===== src/rtl/forward_pkg.sv =====
// Shared definitions for the operand-A forwarding detector: the opcodes
// that matter for destination decode and the register-address type.
package forward_pkg;

    typedef logic [4:0] regaddr_t;

    localparam logic [5:0] OP_RTYPE = 6'b000000;
    localparam logic [5:0] OP_LW    = 6'b100011;
    localparam logic [5:0] OP_SW    = 6'b101011;
    localparam logic [5:0] OP_BEQ   = 6'b000100;
    localparam logic [5:0] OP_BNE   = 6'b000101;
    localparam logic [5:0] OP_J     = 6'b000010;
    localparam logic [5:0] OP_ADDI  = 6'b001000;

endpackage


===== src/rtl/fwd_dest_decode.sv =====
// Works out whether the instruction held in one pipeline stage writes a
// register, and which one. Loads are only treated as writers when the
// stage actually has the load data in hand (allow_lw_i high).
module fwd_dest_decode
    import forward_pkg::*;
(
    input  logic [5:0] op_i,
    input  regaddr_t   rd_i,
    input  regaddr_t   rt_i,
    input  logic       allow_lw_i,
    output logic       writes_o,
    output regaddr_t   dest_o
);

    // Decode the opcode into a write-enable and destination; anything not
    // recognised as a writer reports no write and a zero destination.
    always_comb begin
        writes_o = 1'b0;
        dest_o   = '0;
        case (op_i)
            OP_RTYPE: begin
                writes_o = 1'b1;
                dest_o   = rd_i;
            end
            OP_ADDI: begin
                writes_o = 1'b1;
                dest_o   = rt_i;
            end
            OP_LW: begin
                if (allow_lw_i) begin
                    writes_o = 1'b1;
                    dest_o   = rt_i;
                end
            end
            default: begin
                writes_o = 1'b0;
                dest_o   = '0;
            end
        endcase
    end

endmodule


===== src/rtl/forward_a_detect.sv =====
// Operand-A (rs) forwarding detector. Compares the EX and ID rs fields
// against the MEM and WB destinations, raises combinational forward flags,
// and counts how often each forwarding path is used.
module forward_a_detect
    import forward_pkg::*;
#(
    parameter int CNT_W = 16
) (
    input  logic             clk,
    input  logic             reset,
    input  regaddr_t         ex_rd,
    input  regaddr_t         ex_rs,
    input  regaddr_t         ex_rt,
    input  regaddr_t         id_rs,
    input  regaddr_t         id_rt,
    input  logic [5:0]       mem_op,
    input  regaddr_t         mem_rd,
    input  regaddr_t         mem_rs,
    input  regaddr_t         mem_rt,
    input  logic [5:0]       wb_op,
    input  regaddr_t         wb_rd,
    input  regaddr_t         wb_rs,
    input  regaddr_t         wb_rt,
    output logic             fwd_a_mem_to_ex,
    output logic             fwd_a_mem_to_id,
    output logic             fwd_a_wb_to_ex,
    output logic [CNT_W-1:0] cnt_mem_ex,
    output logic [CNT_W-1:0] cnt_mem_id,
    output logic [CNT_W-1:0] cnt_wb_ex
);

    logic     memWrites;
    regaddr_t memDest;
    logic     wbWrites;
    regaddr_t wbDest;
    logic     memValid;
    logic     wbValid;
    logic     memHitEx;
    logic     memHitId;
    logic     wbHitEx;
    logic [2:0] fwdFlags;

    // These fields exist only to keep the stage interfaces uniform.
    logic unusedInputs;
    assign unusedInputs = ^{ex_rd, ex_rt, id_rt, mem_rs, wb_rs};

    // A load's data is not ready in MEM (the hazard unit stalls instead),
    // so MEM decodes with loads excluded while WB includes them.
    fwd_dest_decode uMemDecode (
        .op_i       (mem_op),
        .rd_i       (mem_rd),
        .rt_i       (mem_rt),
        .allow_lw_i (1'b0),
        .writes_o   (memWrites),
        .dest_o     (memDest)
    );

    fwd_dest_decode uWbDecode (
        .op_i       (wb_op),
        .rd_i       (wb_rd),
        .rt_i       (wb_rt),
        .allow_lw_i (1'b1),
        .writes_o   (wbWrites),
        .dest_o     (wbDest)
    );

    // Register 0 is hard-wired, so a write to it never produces a value.
    assign memValid = memWrites && (memDest != '0);
    assign wbValid  = wbWrites && (wbDest != '0);

    // MEM holds the younger producer, so it shadows WB on the EX path.
    assign memHitEx = memValid && (memDest == ex_rs);
    assign memHitId = memValid && (memDest == id_rs);
    assign wbHitEx  = wbValid && (wbDest == ex_rs) && !memHitEx;

    assign fwd_a_mem_to_ex = memHitEx;
    assign fwd_a_mem_to_id = memHitId;
    assign fwd_a_wb_to_ex  = wbHitEx;

    assign fwdFlags = {wbHitEx, memHitId, memHitEx};

    // One saturating event counter per forwarding path.
    for (genvar g = 0; g < 3; g++) begin : gCounter
        logic [CNT_W-1:0] count_q;
        logic [CNT_W-1:0] count_d;

        // Next count: hold at all-ones rather than wrapping to zero.
        always_comb begin
            count_d = count_q;
            if (fwdFlags[g] && (count_q != '1)) begin
                count_d = count_q + 1'b1;
            end
        end

        // Count register; reset wins over any pending increment.
        always_ff @(posedge clk) begin
            if (reset) begin
                count_q <= '0;
            end else begin
                count_q <= count_d;
            end
        end
    end

    assign cnt_mem_ex = gCounter[0].count_q;
    assign cnt_mem_id = gCounter[1].count_q;
    assign cnt_wb_ex  = gCounter[2].count_q;

endmodule


===== config.mk =====
export PLATFORM = sky130hd
export DESIGN_NAME = forward_a_detect
export DESIGN_NICKNAME = d
export VERILOG_FILES = /design/src/rtl/forward_pkg.sv /design/src/rtl/fwd_dest_decode.sv /design/src/rtl/forward_a_detect.sv
export SDC_FILE = /design/constraint.sdc
export NUM_CORES = 1
export LEC_CHECK = 0
export ABC_AREA = 1
export ABC_CLOCK_PERIOD_IN_PS = 6300
export CORE_ASPECT_RATIO = 1.75
export CORE_MARGIN = 1
export CORE_UTILIZATION = 51
export DETAILED_ROUTE_END_ITERATION = 7
export GPL_ROUTABILITY_DRIVEN = 0
export HOLD_SLACK_MARGIN = 0.15
export PLACE_DENSITY = 0.86
export SYNTH_ARGS = -nofsm -noshare
export SYNTH_HDL_FRONTEND = slang
export SYNTH_HIERARCHICAL = 1
export SYNTH_SLANG_ARGS = --single-unit
export TNS_END_PERCENT = 10

===== constraint.sdc =====
create_clock -name clk -period 6.3 [get_ports clk]
set_clock_uncertainty 0.2 [all_clocks]
set_input_delay 0.63 -clock clk [delete_from_list [all_inputs] [get_ports clk]]
set_output_delay 0.63 -clock clk [all_outputs]
set_load 0.03 [all_outputs]

==> results.sh <==
export IMPL_grt_pass1_vias=4005
export IMPL_synth_warnings=6
export IMPL_nets=800
export IMPL_place_hpwl_um=7370
export IMPL_path_clk_slew_ns=0.07
export IMPL_synth_edf_count=0
export IMPL_p_seq_share_pct=42.2
export IMPL_cts_num_sinks=48
export IMPL_io_buffer_count=94
export IMPL_comb_power_share_pct=8.9
export IMPL_drtIter0Drc=247
export IMPL_grt_overflow=0
export IMPL_hold_viol_final=0
export IMPL_postCtsSetupBuffers=0
export IMPL_drt_wl_total_um=9840
export IMPL_power_density_mw_per_mm2=145
export IMPL_die_x_um=66.8
export IMPL_grt_usage_pct=26.7
export IMPL_cp_data_required_time_ns=5.47
export IMPL_syn2layout_area_growth_pct=32.2
export IMPL_die_area_sq_mm=0.00772
export IMPL_clockBufferDepth=2
export IMPL_synthTopCellsByArea="dfxtp_1 26%, nand2_1 19%, nand3_1 11%, nor2_1 7.9%, inv_1 7.8%"
export IMPL_grt_max_degree=45
export IMPL_leakagePower_nw=2.13
export IMPL_yosys_area_top_type="dfxtp_1"
export IMPL_avgSynthCellArea_sq_um=5.97
export IMPL_ys_seq_area_share_pct=25.6
export IMPL_cp_slowest_stage_delay_ns=0.84
export IMPL_async_flop_share_pct=0
export IMPL_yosysMostFrequentCell="nand2_1"
export IMPL_antenna_found_initial=0
export IMPL_cts_root_buf="clkbuf_16"
export IMPL_setup_tns_ns=0
export IMPL_setup_violations=0
export IMPL_start_kind="primary input"
export IMPL_vias_per_cell=5.22
export IMPL_min_period_ns=4.73
export IMPL_worst_path_max_delay_cell="clkdlybuf4s50_1"
export IMPL_ctsResizeCount=0
export IMPL_crit_fanout=20
export IMPL_switchingPower_mw=0.154
export IMPL_status="completed"
export IMPL_synth_distinct_cells=30
export IMPL_synth_cells=629
export IMPL_ant_nets=0
export IMPL_cts_tree="yes"
export IMPL_finalNonFillerCells=815
export IMPL_cts_buffers=5
export IMPL_slew_violations=0
export IMPL_critPathKind="primary input to output pin"
export IMPL_fillers=644
export IMPL_drtPass1Iterations=5
export IMPL_clock_fmax_ghz=0.211
export IMPL_core_sq_mm=0.00718
export IMPL_clockPowerShare_pct=48.9
export IMPL_worst_path_buf_inv=4
export IMPL_htree_levels=2
export IMPL_relSlewSlack_pct=35.3
export IMPL_switching_share_pct=21.4
export IMPL_cts_hold_buf=0
export IMPL_drive_gt1_share_pct=7.54
export IMPL_vias=4253
export IMPL_p_int_mw=0.565
export IMPL_netlist_area_sq_mm=0.00375
export IMPL_worst_pin_slew_ns=0.966
export IMPL_wl_per_cell_um=12.1
export IMPL_end_kind="output pin"
export IMPL_place_inst=807
export IMPL_crit_chain="clkdlybuf4s50_1 > nor2_2 > inv_2 > nor2_4 > nand2_1 > nand3_2 > nand2_1 > nand2_1 > nor2_1 > nand3_1 > nor2_1 > buf_4 > nor2_1 > clkdlybuf4s50_1"
export IMPL_synth_flop_cell="dfxtp_1"
export IMPL_grt_pass1_wl_um=16400
export IMPL_arrival_ns=3.90
export IMPL_fp_row_count=41
export IMPL_min_path_type="register to register"
export IMPL_start_util_pct=52.2
export IMPL_rsz0062_at_grt="no"
export IMPL_ys_ff_latch=48
export IMPL_pin_count=120
export IMPL_antenna_cells=0
export IMPL_path_delay_family="simple AND/OR/NAND/NOR gates"
export IMPL_ys_top_cells_by_count="191 x nand2_1, 81 x nand3_1, 79 x nor2_1"
export IMPL_clkLatencyLatePin_ns=0.30
export IMPL_peakVddDrop_v=0.000117
export IMPL_fin_crit_sh_pct=75.1
export IMPL_drc=0
export IMPL_yosys_area_top_type_share_pct=25.6
export IMPL_die_y_um=115
export IMPL_cap_violations=0
==> final timing paths <==
check                 from  cells past startpoint  slack [ns]        endpoint
max              mem_op[2]                     14        1.57  fwd_a_wb_to_ex
max reg2reg   cnt_wb_ex[1]                     10        3.79    cnt_wb_ex[3]
min reg2reg  cnt_mem_ex[1]                      2        0.30   cnt_mem_ex[1]
min          cnt_mem_ex[1]                      2        0.30   cnt_mem_ex[1]
==> cells in the final DEF (no fill, tap or decap) <==
| cell type | synthesis | layout |
|---|---|---|
| nand2_1 | 191 | 191 |
| nand2_2 | 4 | 4 |
| nand3_4 | 1 | 1 |
| bufinv_16 | 0 | 2 |
| dfxtp_1 | 48 | 48 |
| clkbuf_16 | 0 | 5 |
| inv_1 | 78 | 78 |
| xor2_1 | 15 | 15 |
| inv_6 | 0 | 1 |
| nor2_2 | 8 | 8 |
| nor3_1 | 6 | 6 |
| nand3_1 | 81 | 81 |
| conb_1 | 2 | 12 |
| nor2_1 | 79 | 79 |
| nor3_4 | 1 | 1 |
| nand3_2 | 12 | 12 |
| a21oi_1 | 30 | 30 |
| a21oi_2 | 3 | 3 |
| inv_2 | 8 | 8 |
| nor2b_1 | 1 | 1 |
| buf_4 | 2 | 2 |
| nand3b_4 | 1 | 1 |
| nand3b_1 | 1 | 1 |
| o21ai_0 | 5 | 5 |
| nand4_1 | 20 | 20 |
| nor2_4 | 5 | 5 |
| ha_1 | 3 | 3 |
| xnor2_1 | 10 | 10 |
| clkdlybuf4s50_1 | 0 | 94 |
| nand2_4 | 2 | 2 |
==> worst min-delay path: cells and delay by family, from the launching register on <==
kind | cells | cell delay [ns]
AOI/OAI and AO/OA | 1 | 0.05
DFF | 1 | 0.33
and+or+nand+nor | 1 | 0.07
==> stage by stage <==
stage	area [sq um]	setup slack (ns)	total power [mW]	utilization [%]	hold WS (ns)
CTS	4960	1.60	0.724	69.1	0.299
global placement	4770	1.64	0.372	66.4	0.288
global route	4960	1.30	0.740	69.1	0.328
floorplan	3790	3.47	0.337	-	0.406
detailed placement	4770	1.60	0.374	66.4	0.289
finish	4960	1.57	0.719	69.1	0.298
==> flip-flops by register name, summed over array words and instances, names as in the netlist <==
signal      cells
cnt_mem_id     16
cnt_mem_ex     16
cnt_wb_ex      16
==> layer usage <==
layer | vias to the layer above | wire length, um | GRT usage [%]
met1 | 1946 | 3720 | 27.2
li1 | 2173 | - | -
met3 | 20 | 310 | 3.25
met4 | 0 | 218 | 10.6
met5 | - | 0 | 0
met2 | 114 | 5590 | 52.5
==> cell type report <==
type | instances | area [sq um] | area share [%]
well taps | 86 | 108 | 2.17
repair buffers | 96 | 956 | 19.3
inverters | 86 | 323 | 6.51
clock inverters | 3 | 68.8 | 1.39
clock buffers | 5 | 125 | 2.52
multi-input cells | 491 | 2420 | 48.8
flip-flops and latches | 48 | 961 | 19.4
==> cell families (layout without fill, tap and decap cells) <==
| family | after synthesis | in the layout | synth area share [%] |
|---|---|---|---|
| AOI/OAI and AO/OA | 38 | 38 | 5.37 |
| xor gates and xnor gates | 25 | 25 | 5.84 |
| adders and majority gates | 3 | 3 | 1.00 |
| buffers and inverters | 100 | 190 | 10.9 |
| DFF | 48 | 48 | 25.6 |
| other | 2 | 12 | 0.200 |
| and+or+nand+nor | 413 | 413 | 51.1 |
==> power by group through the flow <==
stage | logic, mW | registers [mW] | clock network (mW)
2_1_floorplan | 0.0267 | 0.310 | 0
3_3_place_gp | 0.0616 | 0.310 | 0
3_5_place_dp | 0.0635 | 0.310 | 0
4_1_cts | 0.0635 | 0.303 | 0.358
5_1_grt | 0.0714 | 0.303 | 0.365
6_report | 0.0640 | 0.303 | 0.352
Note: power is estimated with default switching activity, not from simulation.
